File: src/rtl/risc_v_multi_controller_if.sv
// Control bus between the multi-cycle RISC-V controller and its datapath.
// The controller (master) reads the latched instruction and ALU flags and
// drives every datapath select/enable; the datapath (slave) does the reverse.
interface risc_v_multi_controller_if;
    logic [31:0] instruct;
    logic        zero;
    logic        neg;
    logic        pc_load;
    logic        adrsrc;
    logic        IRload;
    logic        regwe;
    logic        lui;
    logic        memwrite;
    logic [1:0]  resultsrc;
    logic [1:0]  alusrcA;
    logic [1:0]  alusrcB;
    logic [2:0]  imm_src;
    logic [2:0]  alu_control;
    logic        illegal;
    logic [3:0]  state_out;

    modport master (
        input  instruct, zero, neg,
        output pc_load, adrsrc, IRload, regwe, lui, memwrite,
               resultsrc, alusrcA, alusrcB, imm_src, alu_control,
               illegal, state_out
    );

    modport slave (
        output instruct, zero, neg,
        input  pc_load, adrsrc, IRload, regwe, lui, memwrite,
               resultsrc, alusrcA, alusrcB, imm_src, alu_control,
               illegal, state_out
    );
endinterface

File: src/rtl/risc_v_multi_controller.sv
// Multi-cycle RISC-V control unit: Moore state sequencing with Mealy decode
// of opcode/funct. Legality of an instruction is settled once, in DECODE.
module risc_v_multi_controller #(
    parameter bit ILLEGAL_TRAP = 1'b0
) (
    input  logic clk,
    input  logic rst,
    risc_v_multi_controller_if.master bus
);
    typedef enum logic [3:0] {
        FETCH     = 4'd0,
        DECODE    = 4'd1,
        EXEC_R    = 4'd2,
        EXEC_I    = 4'd3,
        ALU_WB    = 4'd4,
        MEM_ADR   = 4'd5,
        MEM_READ  = 4'd6,
        MEM_WB    = 4'd7,
        MEM_WRITE = 4'd8,
        BRANCH    = 4'd9,
        JAL       = 4'd10,
        JALR      = 4'd11,
        LUI       = 4'd12,
        HALT      = 4'd13
    } state_t;

    localparam logic [6:0] OP_R      = 7'b0110011;
    localparam logic [6:0] OP_I      = 7'b0010011;
    localparam logic [6:0] OP_LOAD   = 7'b0000011;
    localparam logic [6:0] OP_STORE  = 7'b0100011;
    localparam logic [6:0] OP_BRANCH = 7'b1100011;
    localparam logic [6:0] OP_JAL    = 7'b1101111;
    localparam logic [6:0] OP_JALR   = 7'b1100111;
    localparam logic [6:0] OP_LUI    = 7'b0110111;

    localparam logic [2:0] ALU_ADD = 3'b000;
    localparam logic [2:0] ALU_SUB = 3'b001;
    localparam logic [2:0] ALU_AND = 3'b010;
    localparam logic [2:0] ALU_OR  = 3'b011;
    localparam logic [2:0] ALU_SLT = 3'b100;
    localparam logic [2:0] ALU_XOR = 3'b101;

    localparam logic [2:0] IMM_I = 3'b000;
    localparam logic [2:0] IMM_S = 3'b001;
    localparam logic [2:0] IMM_B = 3'b010;
    localparam logic [2:0] IMM_J = 3'b011;
    localparam logic [2:0] IMM_U = 3'b100;

    state_t     state;
    state_t     next_state;
    logic [6:0] opcode;
    logic [2:0] funct3;
    logic [6:0] funct7;
    logic [2:0] f3_alu;
    logic       f3_alu_ok;
    logic [2:0] r_alu;
    logic       r_ok;
    logic       instr_ok;
    logic       branch_taken;

    assign opcode        = bus.instruct[6:0];
    assign funct3        = bus.instruct[14:12];
    assign funct7        = bus.instruct[31:25];
    assign bus.state_out = state;

    // funct3 -> ALU op, shared by register and immediate arithmetic
    always_comb begin
        f3_alu    = ALU_ADD;
        f3_alu_ok = 1'b1;
        case (funct3)
            3'b000:  f3_alu = ALU_ADD;
            3'b111:  f3_alu = ALU_AND;
            3'b110:  f3_alu = ALU_OR;
            3'b010:  f3_alu = ALU_SLT;
            3'b100:  f3_alu = ALU_XOR;
            default: f3_alu_ok = 1'b0;
        endcase
    end

    // R-type also qualifies funct7; only sub uses 0100000
    always_comb begin
        r_alu = f3_alu;
        r_ok  = 1'b0;
        if (funct7 == 7'b0000000) begin
            r_ok = f3_alu_ok;
        end else if (funct7 == 7'b0100000 && funct3 == 3'b000) begin
            r_alu = ALU_SUB;
            r_ok  = 1'b1;
        end
    end

    // Whole-instruction legality, consumed in DECODE
    always_comb begin
        case (opcode)
            OP_R:                    instr_ok = r_ok;
            OP_I:                    instr_ok = f3_alu_ok;
            OP_LOAD, OP_STORE:       instr_ok = (funct3 == 3'b010);
            OP_BRANCH:               instr_ok = (funct3 == 3'b000) || (funct3 == 3'b001) ||
                                                (funct3 == 3'b100) || (funct3 == 3'b101);
            OP_JAL, OP_JALR, OP_LUI: instr_ok = 1'b1;
            default:                 instr_ok = 1'b0;
        endcase
    end

    // Branch condition from the live ALU flags (neg is not overflow-corrected)
    always_comb begin
        case (funct3)
            3'b000:  branch_taken = bus.zero;
            3'b001:  branch_taken = !bus.zero;
            3'b100:  branch_taken = bus.neg;
            3'b101:  branch_taken = !bus.neg;
            default: branch_taken = 1'b0;
        endcase
    end

    // State register; reset aborts any instruction in flight
    always_ff @(posedge clk) begin
        if (rst) state <= FETCH;
        else     state <= next_state;
    end

    // Next state and per-state outputs; reset masks every enable
    always_comb begin
        next_state      = FETCH;
        bus.pc_load     = 1'b0;
        bus.adrsrc      = 1'b0;
        bus.IRload      = 1'b0;
        bus.regwe       = 1'b0;
        bus.lui         = 1'b0;
        bus.memwrite    = 1'b0;
        bus.illegal     = 1'b0;
        bus.resultsrc   = 2'b00;
        bus.alusrcA     = 2'b00;
        bus.alusrcB     = 2'b00;
        bus.imm_src     = IMM_I;
        bus.alu_control = ALU_ADD;
        case (state)
            FETCH: begin
                bus.IRload    = 1'b1;
                bus.pc_load   = 1'b1;
                bus.alusrcB   = 2'b10;
                bus.resultsrc = 2'b10;
                next_state    = DECODE;
            end
            DECODE: begin
                // ALU register captures old_pc + imm for branch/jal targets
                bus.alusrcA = 2'b01;
                bus.alusrcB = 2'b01;
                if (opcode == OP_BRANCH)   bus.imm_src = IMM_B;
                else if (opcode == OP_JAL) bus.imm_src = IMM_J;
                // Link write: ALU register still holds PC+4 from FETCH
                if (opcode == OP_JAL || opcode == OP_JALR) bus.regwe = 1'b1;
                if (!instr_ok) begin
                    bus.illegal = 1'b1;
                    next_state  = ILLEGAL_TRAP ? HALT : FETCH;
                end else begin
                    case (opcode)
                        OP_R:              next_state = EXEC_R;
                        OP_I:              next_state = EXEC_I;
                        OP_LOAD, OP_STORE: next_state = MEM_ADR;
                        OP_BRANCH:         next_state = BRANCH;
                        OP_JAL:            next_state = JAL;
                        OP_JALR:           next_state = JALR;
                        default:           next_state = LUI;
                    endcase
                end
            end
            EXEC_R: begin
                bus.alusrcA     = 2'b10;
                bus.alu_control = r_alu;
                next_state      = ALU_WB;
            end
            EXEC_I: begin
                bus.alusrcA     = 2'b10;
                bus.alusrcB     = 2'b01;
                bus.alu_control = f3_alu;
                next_state      = ALU_WB;
            end
            ALU_WB: begin
                bus.regwe = 1'b1;
            end
            MEM_ADR: begin
                bus.alusrcA = 2'b10;
                bus.alusrcB = 2'b01;
                if (opcode == OP_STORE) begin
                    bus.imm_src = IMM_S;
                    next_state  = MEM_WRITE;
                end else begin
                    next_state  = MEM_READ;
                end
            end
            MEM_READ: begin
                bus.adrsrc  = 1'b1;
                bus.alusrcA = 2'b10;
                bus.alusrcB = 2'b01;
                next_state  = MEM_WB;
            end
            MEM_WB: begin
                bus.regwe     = 1'b1;
                bus.resultsrc = 2'b01;
            end
            MEM_WRITE: begin
                bus.adrsrc   = 1'b1;
                bus.memwrite = 1'b1;
            end
            BRANCH: begin
                bus.alusrcA     = 2'b10;
                bus.alu_control = ALU_SUB;
                bus.pc_load     = branch_taken;
            end
            JAL: begin
                bus.pc_load = 1'b1;
            end
            JALR: begin
                bus.alusrcA   = 2'b10;
                bus.alusrcB   = 2'b01;
                bus.resultsrc = 2'b10;
                bus.pc_load   = 1'b1;
            end
            LUI: begin
                bus.lui     = 1'b1;
                bus.imm_src = IMM_U;
                bus.regwe   = 1'b1;
            end
            HALT: begin
                next_state = HALT;
            end
            default: next_state = FETCH;
        endcase
        if (rst) begin
            bus.pc_load  = 1'b0;
            bus.IRload   = 1'b0;
            bus.regwe    = 1'b0;
            bus.memwrite = 1'b0;
            bus.illegal  = 1'b0;
        end
    end
endmodule

File: src/flat_wrapper.sv
// flat-port wrapper written by rule: the top's interface ports become plain ports
module risc_v_multi_controller_flat 
#(
    parameter bit ILLEGAL_TRAP = 1'b0
)
  (clk, rst, bus_instruct, bus_zero, bus_neg, bus_pc_load, bus_adrsrc, bus_IRload, bus_regwe, bus_lui, bus_memwrite, bus_resultsrc, bus_alusrcA, bus_alusrcB, bus_imm_src, bus_alu_control, bus_illegal, bus_state_out);
  risc_v_multi_controller_if bus_i ();
  input  logic clk;
  input  logic rst;
  input wire logic [$bits(bus_i.instruct)-1:0] bus_instruct;
  input wire logic [$bits(bus_i.zero)-1:0] bus_zero;
  input wire logic [$bits(bus_i.neg)-1:0] bus_neg;
  output wire logic [$bits(bus_i.pc_load)-1:0] bus_pc_load;
  output wire logic [$bits(bus_i.adrsrc)-1:0] bus_adrsrc;
  output wire logic [$bits(bus_i.IRload)-1:0] bus_IRload;
  output wire logic [$bits(bus_i.regwe)-1:0] bus_regwe;
  output wire logic [$bits(bus_i.lui)-1:0] bus_lui;
  output wire logic [$bits(bus_i.memwrite)-1:0] bus_memwrite;
  output wire logic [$bits(bus_i.resultsrc)-1:0] bus_resultsrc;
  output wire logic [$bits(bus_i.alusrcA)-1:0] bus_alusrcA;
  output wire logic [$bits(bus_i.alusrcB)-1:0] bus_alusrcB;
  output wire logic [$bits(bus_i.imm_src)-1:0] bus_imm_src;
  output wire logic [$bits(bus_i.alu_control)-1:0] bus_alu_control;
  output wire logic [$bits(bus_i.illegal)-1:0] bus_illegal;
  output wire logic [$bits(bus_i.state_out)-1:0] bus_state_out;
  assign bus_i.instruct = bus_instruct;
  assign bus_i.zero = bus_zero;
  assign bus_i.neg = bus_neg;
  assign bus_pc_load = bus_i.pc_load;
  assign bus_adrsrc = bus_i.adrsrc;
  assign bus_IRload = bus_i.IRload;
  assign bus_regwe = bus_i.regwe;
  assign bus_lui = bus_i.lui;
  assign bus_memwrite = bus_i.memwrite;
  assign bus_resultsrc = bus_i.resultsrc;
  assign bus_alusrcA = bus_i.alusrcA;
  assign bus_alusrcB = bus_i.alusrcB;
  assign bus_imm_src = bus_i.imm_src;
  assign bus_alu_control = bus_i.alu_control;
  assign bus_illegal = bus_i.illegal;
  assign bus_state_out = bus_i.state_out;
  risc_v_multi_controller #(.ILLEGAL_TRAP(ILLEGAL_TRAP)) u_core (.clk(clk), .rst(rst), .bus(bus_i));
endmodule
File: config.mk
export PLATFORM = sky130hd
export DESIGN_NAME = risc_v_multi_controller_flat
export DESIGN_NICKNAME = d
export VERILOG_FILES = /design/src/rtl/risc_v_multi_controller_if.sv /design/src/rtl/risc_v_multi_controller.sv /design/src/flat_wrapper.sv
export SDC_FILE = /design/constraint.sdc
export NUM_CORES = 1
export LEC_CHECK = 0
export ABC_AREA = 0
export BUFFER_PORTS_ARGS = -buffer_cell sky130_fd_sc_hd__buf_2
export CAP_MARGIN = 20
export CORE_MARGIN = 2
export CORE_UTILIZATION = 40
export DETAILED_ROUTE_END_ITERATION = 16
export PLACE_DENSITY = 0.92
export SYNTH_ARGS = -nofsm -noshare
export SYNTH_HDL_FRONTEND = slang
export SYNTH_SLANG_ARGS = --single-unit
File: constraint.sdc
create_clock -name clk -period 1.65 [get_ports clk]
set_input_delay 0.0825 -clock clk [delete_from_list [all_inputs] [get_ports clk]]
set_output_delay 0.0825 -clock clk [all_outputs]
set_load 0.01 [all_outputs]
Yosys cells after proc, flatten, opt, wreduce, memory -nomap -nowiden. Cells that the tools add are included.

Latch bits: 0. Memories kept: 0. Logic and storage cells: 83. Register bits: 4. Input bits: 36. ROM bits: 0. RAM bits: 0.

Bitwise logic cells: 0. $mul: 0. Add/sub/neg operators: 0. Eq/ne operators: 28. Reduce and logical (&&, ||, !) cells: 20. Shift operators: 0. Divide/modulo/power cells: 0. $lt $le $gt $ge: 0. Multiplexer cells: 34.

Operators by type and width (count): 4-bit one-hot mux with 6 select lines (2); 7-bit by 6-bit equality test with 1-bit output, second input constant (4); 4-bit equality test, second input constant (6); 7-bit equality test, second input constant (3); 3-bit one-hot mux with 3 select lines (2); 4-bit by 3-bit equality test with 1-bit output, second input constant (4); 1-bit two-way mux (16); 3-bit equality test, second input constant (4); 2-bit one-hot mux with 2 select lines (3); 3-bit one-hot mux with 4 select lines (1); 5-bit OR reduction (2); 3-bit two-way mux (3); 3-bit OR reduction (3); 4-bit by 2-bit equality test with 1-bit output, second input constant (2); 4-bit two-way mux (2); 2-bit OR reduction (4); 7-bit by 2-bit equality test with 1-bit output, second input constant (1); 7-bit by 5-bit equality test with 1-bit output, second input constant (1); 7-bit logical NOT (1); 6-bit OR reduction (1); 1-bit one-hot mux with 5 select lines (1); 4-bit by 1-bit equality test with 1-bit output, second input constant (1); 4-bit logical NOT (1); 1-bit logical OR (4); other kinds (8) (10).

Logic depth before layout (Yosys ltp). Gate-level depths: netlist of the first run.

Depth after elaboration: 8. Gate-level depth with buffers: 7. Depth with buffers taken out: 6.

Worst setup path after synthesis of the first run. No wires, ideal clock.

Path type: input port to output port. From: in bus_instruct[28]. To: out bus_alu_control[0]. Data required time: 1.567 ns. Path slack: 0.174 ns. Arrival time: 1.394 ns. Cell stages on the path: 5. Cells stage by stage: or4_4 > nor3_2 > a31oi_1 > or3b_1 > a21oi_1.

Longest elaborated chain between the ends: 5. Elaborated cells on any way between the ends: 6.

Ends and longest elaborated chain: start: declaration (RTL line flat_wrapper.sv:10) `input wire logic [$bits(bus_i.instruct)-1:0] bus_instruct;`; 7-bit by 6-bit equality test with 1-bit output (RTL line risc_v_multi_controller.sv:86) `end else if (funct7 == 7'b0100000 && funct3 == 3'b000) begin`; 1-bit logical AND (RTL line risc_v_multi_controller.sv:86); 3-bit two-way mux (RTL line risc_v_multi_controller.sv:86); 3-bit two-way mux * (RTL line risc_v_multi_controller.sv:84) `if (funct7 == 7'b0000000) begin`; 3-bit one-hot mux with 3 select lines * (RTL line risc_v_multi_controller.sv:137) `case (state)`; end: declaration (RTL line flat_wrapper.sv:23) `output wire logic [$bits(bus_i.alu_control)-1:0] bus_alu_control;`.

Every way passes the cells marked *; elsewhere a longest branch is shown, timed or not.

Final worst setup path of the first run. Same ends and word-level chain as after synthesis.

==> impl_metrics.toml, run 1 <==
[logic_synthesis]
synth_enable_flop_cells = 0
synth.distinct_cells = 47
postSynthCellCount = 118
yosysTopAreaCell = "dfxtp_1"
synth-async-reset-ratio_pct = 0
synthTopCellsByArea = "dfxtp_1, nand2_1, a21oi_1, nor2_1, nand2b_1"
postSynthNetCount = 154
synth_warnings = 0
syn_area_sq_um = 776
yosysSeqAreaShare_pct = 10.3
synth_ff_type = "dfxtp_1"
synth-seq-cells = 4
synth_top_area_share_pct = 10.3
synth_area_per_cell_sq_um = 6.57

[route]
met3_length_um = 130
firstDrtPassIters = 5
num_vias = 1044
drcViolationCount = 0
initialDrtViolationCount = 40
wire_per_inst_um = 12.5
top_layer = "met4"
vias_per_cell = 5.64
wirelength_um = 2310
wl_met2_um = 1160
routedLengthMet1_um = 999
antenna_left = 0

[cts]
ctsHoldBuffers = 0
clockBufferDepth = 2
cts_tree = "yes"
cts_max_level = 1
cts-buffers-inserted = 3
clock_sinks = 4
clk_latency_ns = 0.24
clockRootBuffer = "clkbuf_4"
clk_pin_slew_worst_paths_ns = 0.03

[floorplan]
ios = 59
die_area_sq_um = 2310
die_width_um = 48.0
start_util_pct = 43.5
fp.dieH_um = 48.0
core_region_area_sq_um = 1780
rows = 15

[worst_setup_path]
worstSetupStartpointType = "primary input"
cp-end-kind = "output port"
cp_slowest_cell = "or4_4"
critical_path_arrival_ns = 1.59
slowest_delay_ns = 0.53
path_max_fanout = 2
crit_chain = "buf_6 > or4_4 > nor3_4 > a31oi_1 > or3b_1 > a21oi_1 > buf_2"
cp.required_ns = 1.57
crit_type = "primary input to output port"

[grt]
grt_max_degree = 21
grt_pass1_vias = 888
overflow = 0
grt_usage_pct = 20.7
antenna_found_initial = 0
grt_first_pass_wirelength_um = 3530

[run_status]
status = "finished with violations"
failed_checks = "setup timing"

[placed_design]
dp_hpwl_um = 1840
post-place-ws_ns = -0.0188
gp_congestion = 0.932
place.port_buffers = 43
dp_cells = 182

[final_layout]
n_fill_cell = 164
layout-drive-gt1-share_pct = 36.3
final_cells = 185
insertedDiodeCount = 0
layout.area.seq_sq_um = 81.3
syn_to_final_growth_pct = 33.1
multi_input_area_sq_um = 623
final_nets = 198
largest_register_ffs = 4

[sta]
hold_viol = 0
finClkSkew_ns = 0.00644
rsz0062_at_grt = "true"
fin_setup_tns_ns = -0.0238
setup_violations = 1
tightest_slew_ns = 0.308
max_slew_margin_pct = 79.0
max_freq_mhz = 597
fin_crit_ns = 1.67
fin_crit_sh_pct = 101
fin_ws_ns = -0.0238
slew_violations = 0

[pwr]
power.total_mw = 0.385
leakagePower_nw = 0.506
power.density_nw_per_um2 = 373
ir_worst_vdd_v = 0.000224

[run]
maxCapViolCount = 0

[hold_path]
worstHoldPathType = "primary input to flop"
==> power breakdown <==
| group | total, mW | internal, mW | switching [mW] |
|---|---|---|---|
| Clock | 0.125 | 0.0816 | 0.0435 |
| Sequential | 0.107 | 0.100 | 0.00724 |
| Combinational | 0.152 | 0.0688 | 0.0835 |
==> per-stage QoR <==
| step | hold slack, ns | area, sq um | util [%] |
|---|---|---|---|
| after floorplan | 0.219 | 776 | - |
| after global placement | 0.441 | 993 | 55.7 |
| after detailed placement | 0.445 | 993 | 55.7 |
| after CTS | 0.198 | 1020 | 57.4 |
| after global routing | 0.231 | 1030 | 57.9 |
| final | 0.200 | 1030 | 57.9 |
==> worst max-delay path, delay by kind of cell <==
kind / cells / cell delay, ns
compound gates: 2 / 0.24
simple gates: 3 / 1.03
buf+inv: 2 / 0.24
==> per-layer routing <==
metal  global-route usage (%)  vias up
met5                        0        -
met4                     5.95        0
met3                     1.13        2
met2                     38.9       53
met1                     25.1      477
li1                         -      512
==> synthesized netlist by cell type (all sizes together) (2+ instances only) <==
cell type and n:
nand2b 6, mux2i 2, xnor2 2, and2 3
a21oi 11, clkbuf 4, o21ai 5, and3b 3
nor2 14, o22ai 4, dfxtp 4, nand4b 2
o32ai 2, nor4b 2, buf 5, nand2 16
nand3 2, nor2b 2, and3 2, nor3 5
inv 4
==> final timing paths <==
path | endpoint | cells past startpoint | slack [ns] | start
worst max-delay path | bus_alu_control[0] | 7 | -0.02 | bus_instruct[28]
worst min-delay path | u_core.bus.state_out[1] | 2 | 0.20 | rst
worst max register to register | u_core.bus.state_out[2] | 6 | 0.27 | u_core.bus.state_out[0]
worst min register to register | u_core.bus.state_out[2] | 3 | 0.76 | u_core.bus.state_out[3]
==> layout by cell type (no fill, tap or decap), types with 3 or more instances in the layout <==
cell type | netlist | layout
a21oi_1 | 11 | 11
and2_1 | 3 | 3
and3b_1 | 3 | 3
buf_2 | 1 | 42
buf_4 | 1 | 5
clkbuf_4 | 0 | 3
dfxtp_1 | 4 | 3
inv_1 | 4 | 4
nand2_1 | 16 | 16
nand2b_1 | 6 | 6
nor2_1 | 14 | 13
nor3_1 | 4 | 4
o21ai_0 | 4 | 4
o22ai_1 | 4 | 4
==> area by class of cell <==
cell class	instances	share of cell area (%)
clock buffers	3	2.18
inverters	4	1.45
multi-input cells	101	60.4
flip-flops and latches	4	7.88
well taps	25	3.03
repair buffers	48	25.1
==> repair_timing <==
action	4_1_cts	5_1_grt
resized for setup	2	2
buffers inserted	0	0
pin swaps	0	1
cloned	0	0
setup endpoints to repair	2	7
==> cell families (layout without fill, tap and decap cells) <==
family,Yosys count,after routing,share of synthesized area [%]
DFF,4,4,10.3
AOI/OAI and AO/OA,34,34,28.6
xor gates and xnor gates,3,3,3.39
muxes,2,2,2.58
and+or+nand+nor,62,62,44.7
buffers and inverters,13,55,10.5
Note: power is estimated with default switching activity, not from simulation.
==> run 2: changes to the inputs <==
--- a/config.mk
+++ b/config.mk
@@ -9,9 +9,9 @@
 export BUFFER_PORTS_ARGS = -buffer_cell sky130_fd_sc_hd__buf_2
 export CAP_MARGIN = 20
 export CORE_MARGIN = 2
-export CORE_UTILIZATION = 40
+export CORE_UTILIZATION = 43
 export DETAILED_ROUTE_END_ITERATION = 16
-export PLACE_DENSITY = 0.92
+export PLACE_DENSITY = 0.95
 export SYNTH_ARGS = -nofsm -noshare
 export SYNTH_HDL_FRONTEND = slang
 export SYNTH_SLANG_ARGS = --single-unit
==> constraint.sdc (replaced) <==
create_clock -name clk -period 2.1 [get_ports clk]
set_input_delay 0.105 -clock clk [delete_from_list [all_inputs] [get_ports clk]]
set_output_delay 0.105 -clock clk [all_outputs]
set_load 0.01 [all_outputs]
==> impl_metrics.toml, run 2 (synthesized netlist as in run 1, its figures left out) <==
[worst_setup_path]
worstSetupStartpointType = "flop"
cp-end-kind = "output port"
cp_common_cell = "nand2_1"
path_buf_inv = 2
slowest_delay_ns = 0.55
critPathTopFamily = "flip-flops"
cp.required_ns = 2.00
reg2reg_from = "u_core.bus.state_out[0]"
cp_slowest_cell = "dfxtp_1"
path_max_fanout = 13
crit_type = "flop to output port"
crit_start = "u_core.bus.state_out[0]"
crit_chain = "nor2b_4 > nand2_1 > inv_1 > nand2_1 > a21oi_1 > buf_2"
critical_path_arrival_ns = 1.68

[sta]
finClkSkew_ns = 0.0000624
tightest_slew_ns = 0.664
setup_violations = 0
rsz0062_at_grt = "false"
fin_setup_tns_ns = 0
max_slew_margin_pct = 55.7
fin_crit_ns = 1.78
fin_crit_sh_pct = 84.9
hold_viol = 0
max_freq_mhz = 561
slew_violations = 0

[cts]
postCtsSetupRepairBufs = 0
clk_pin_slew_worst_paths_ns = 0.03
cts_max_level = 1
cts_resized = 0
cts_tree = "yes"
clk_latency_ns = 0.22
clockRootBuffer = "clkbuf_4"
clock_sinks = 4
cts-buffers-inserted = 3
clockBufferDepth = 2
ctsHoldBuffers = 0

[route]
firstDrtPassIters = 4
wirelength_um = 2210
initialDrtViolationCount = 32
wire_per_inst_um = 12.3
vias_per_cell = 5.55
drcViolationCount = 0
num_vias = 999
antenna_left = 0

[final_layout]
n_fill_cell = 160
multi_input_area_sq_um = 614
final_common_cell = "buf_2"
post-route-util_pct = 57.3
design_area_sq_um = 978
final_cell_mix = "buf_2, nand2_1, nor2_1"
largest_register_ffs = 4
syn_to_final_growth_pct = 26.1
layout-drive-gt1-share_pct = 32.9
insertedDiodeCount = 0
final_nets = 193
layout.area.seq_sq_um = 80.1

[placed_design]
place_area_sq_um = 956
dp_hpwl_um = 1750
gp_congestion = 0.922
place.port_buffers = 43

[floorplan]
rows = 15
start_util_pct = 45.4
die_area_sq_um = 2160
die_width_um = 46.5
core_region_area_sq_um = 1710
ios = 59
fp.dieH_um = 46.5

[run]
maxCapViolCount = 0

[pwr]
intPower_mw = 0.192
p_comb_share_pct = 39.7
p_switching_mw = 0.0922
clockPowerShare_pct = 30.5
power.density_nw_per_um2 = 290
leakagePower_nw = 0.475
seq_power_share_pct = 29.8
ir_worst_vdd_v = 0.000219
switching_share_pct = 32.5
power.total_mw = 0.284

[grt]
grt_usage_pct = 20.8
antenna_found_initial = 0
grt_pass1_vias = 802
overflow = 0
grt_max_degree = 24
grt_first_pass_wirelength_um = 3420

[hold_path]
worstHoldPathType = "primary input to flop"
hold_start = "rst"

[run_status]
status = "finished, final reports clean"
-- run 2: changes by cell type in the layout (fill, tap and decap cells not counted) --
cell and delta:
buf_4 -5, nor3_2 +1, buf_2 +1, nor3_4 -1, nor2_2 -1, nor2_1 +1
dfxtp_1 +1, dfxtp_2 -1, buf_6 -1
-- run 2: through the flow --
stage,setup WS (ns),cells,hold slack (ns)
floorplan,0.579,118,0.264
global placement,0.375,177,0.469
detailed placement,0.372,177,0.472
CTS,0.338,180,0.243
global route,0.123,180,0.250
finish,0.318,180,0.246
-- run 2: cell type report --
cell class	count	share of cell area, %
multi-input combinational	101	62.8
timing repair buffer	43	22.0
sequential	4	8.18
tap	25	3.20
clock buffer	3	2.30
inverter	4	1.53
-- run 2: worst paths after layout --
check / cells after the start / endpoint / slack [ns]
hold / removal: 2 / u_core.bus.state_out[1] / 0.25
setup / recovery: 6 / bus_regwe / 0.32
setup reg to reg: 6 / u_core.bus.state_out[2] / 0.51
hold reg to reg: 2 / u_core.bus.state_out[1] / 0.86
-- run 2: layer usage --
metal | up-vias | wire [um] | share of wire (%) | global-route usage [%]
li1 | 509 | - | - | -
met1 | 454 | 957 | 43 | 28.9
met2 | 36 | 1130 | 51 | 36.4
met3 | 0 | 122 | 5.5 | 1.18
met4 | 0 | 0 | 0 | 1.71
met5 | - | 0 | 0 | 0
-- run 2: power by group through the flow --
| stage | clock network [mW] | logic [mW] | registers, mW |
|---|---|---|---|
| after floorplan | 0 | 0.0722 | 0.0821 |
| after global placement | 0 | 0.107 | 0.0854 |
| after detailed placement | 0 | 0.111 | 0.0855 |
| after CTS | 0.0876 | 0.112 | 0.0844 |
| after global routing | 0.0988 | 0.124 | 0.0852 |
| final | 0.0866 | 0.113 | 0.0847 |
==> run 3: changes to the inputs <==
--- a/config.mk
+++ b/config.mk
@@ -8,10 +8,11 @@
 export ABC_AREA = 0
 export BUFFER_PORTS_ARGS = -buffer_cell sky130_fd_sc_hd__buf_2
 export CAP_MARGIN = 20
+export CORE_ASPECT_RATIO = 0.7
 export CORE_MARGIN = 2
-export CORE_UTILIZATION = 43
+export CORE_UTILIZATION = 40
 export DETAILED_ROUTE_END_ITERATION = 16
-export PLACE_DENSITY = 0.95
+export PLACE_DENSITY = 0.92
 export SYNTH_ARGS = -nofsm -noshare
 export SYNTH_HDL_FRONTEND = slang
 export SYNTH_SLANG_ARGS = --single-unit
==> constraint.sdc (replaced) <==
create_clock -name clk -period 1.7 [get_ports clk]
set_input_delay 0.085 -clock clk [delete_from_list [all_inputs] [get_ports clk]]
set_output_delay 0.085 -clock clk [all_outputs]
set_load 0.01 [all_outputs]
==> impl_metrics.toml, run 3 (synthesized netlist as in run 1, its figures left out) <==
[final_layout]
final_common_cell = "buf_2"
largest_register_ffs = 4
final_nets = 199
final_cell_mix = "buf_2, nand2_1, nor2_1"
post-route-util_pct = 56.6
insertedDiodeCount = 0
n_fill_cell = 180
syn_to_final_growth_pct = 34.2
layout-drive-gt1-share_pct = 36.6

[sta]
finClkSkew_ns = 0.00529
tightest_slew_ns = 0.350
fin_crit_ns = 1.66
max_slew_margin_pct = 76.6
slew_violations = 0
hold_viol = 0
setup_violations = 0
fin_ws_ns = 0.0403
fin_crit_sh_pct = 97.6
max_freq_mhz = 603
rsz0062_at_grt = "true"

[hold_path]
worstHoldPathType = "primary input to flop"
hold_depth = 3

[placed_design]
gp_congestion = 0.902
post-place-ws_ns = 0.0194
dp_hpwl_um = 1940
place.port_buffers = 43

[floorplan]
rows = 13
die_area_sq_um = 2310
die_width_um = 56.6
ios = 59
core_region_area_sq_um = 1840
start_util_pct = 42.2
fp.dieH_um = 40.8

[pwr]
power.density_nw_per_um2 = 368
ir_worst_vdd_v = 0.000245
leakagePower_nw = 0.511
power.total_mw = 0.383

[grt]
antenna_found_initial = 0
overflow = 0
grt_max_degree = 19
grt_usage_pct = 22.2
grt_first_pass_wirelength_um = 3880
grt_pass1_vias = 831

[cts]
cts_tree = "yes"
cts-buffers-inserted = 3
clockRootBuffer = "clkbuf_4"
ctsHoldBuffers = 0
clockBufferDepth = 2
clock_sinks = 4
clk_pin_slew_worst_paths_ns = 0.04
clk_latency_ns = 0.25
cts_max_level = 1
postCtsSetupRepairBufs = 0

[route]
firstDrtPassIters = 4
num_vias = 1037
antenna_left = 0
drcViolationCount = 0
wire_per_inst_um = 13.4
vias_per_cell = 5.67
wirelength_um = 2450
initialDrtViolationCount = 57

[worst_setup_path]
critical_path_arrival_ns = 1.57
path_max_fanout = 2
cp-end-kind = "output port"
crit_type = "primary input to output port"
cp.required_ns = 1.62
r2r_cells = 5
worstSetupStartpointType = "primary input"

[run]
maxCapViolCount = 0

[run_status]
status = "finished, final reports clean"
## run 3: cell count changes in the layout (fill, tap and decap cells not counted), sizes merged
cell / delta
buf: +6
## run 3: metrics by stage
step / hold slack [ns] / setup TNS, ns / area, sq um / std cells
finish: 0.198 / 0 / 1040 / 183
global route: 0.210 / -0.0770 / 1040 / 183
CTS: 0.194 / 0 / 1020 / 183
detailed placement: 0.445 / 0 / 997 / 180
global placement: 0.450 / 0 / 997 / 180
floorplan: 0.224 / 0 / 776 / 118
## run 3: worst max-delay path, stage by stage
cell and delay [ns]:
buf_6 0.09, or4_4 0.53, nor3_4 0.14, a31oi_1 0.10, or3b_1 0.36, a21oi_1 0.14, buf_2 0.14
## run 3: where the power goes
part | switching (mW) | internal [mW]
Combinational | 0.0856 | 0.0690
Sequential | 0.00473 | 0.0965
Clock | 0.0479 | 0.0796
## run 3: final timing paths
kind	to	slack, ns	from
min reg2reg	u_core.bus.state_out[2]	0.64	u_core.bus.state_out[2]
max reg2reg	u_core.bus.state_out[2]	0.18	u_core.bus.state_out[1]
max	bus_alu_control[0]	0.04	bus_instruct[28]
min	u_core.bus.state_out[2]	0.20	bus_instruct[0]
## run 3: routing by layer
layer	wire, um	track usage (%)
met1	1090	28.8
met2	1120	39.2
met3	224	5.99
met4	12	1.79
met5	0	0
## run 3: layout make-up
cell class / instances / area, sq um / area share [%]
multi-input combinational: 101 / 629 / 60.5
timing repair buffer: 49 / 267 / 25.6
clock buffer: 3 / 22.5 / 2.16
tap: 22 / 27.5 / 2.64
inverter: 4 / 15.0 / 1.44
sequential: 4 / 80.1 / 7.69
## run 3: repair_timing
action | in CTS | in global routing
resized for setup | 0 | 5
setup endpoints to repair | 0 | 8
hold endpoints to repair | 0 | 0
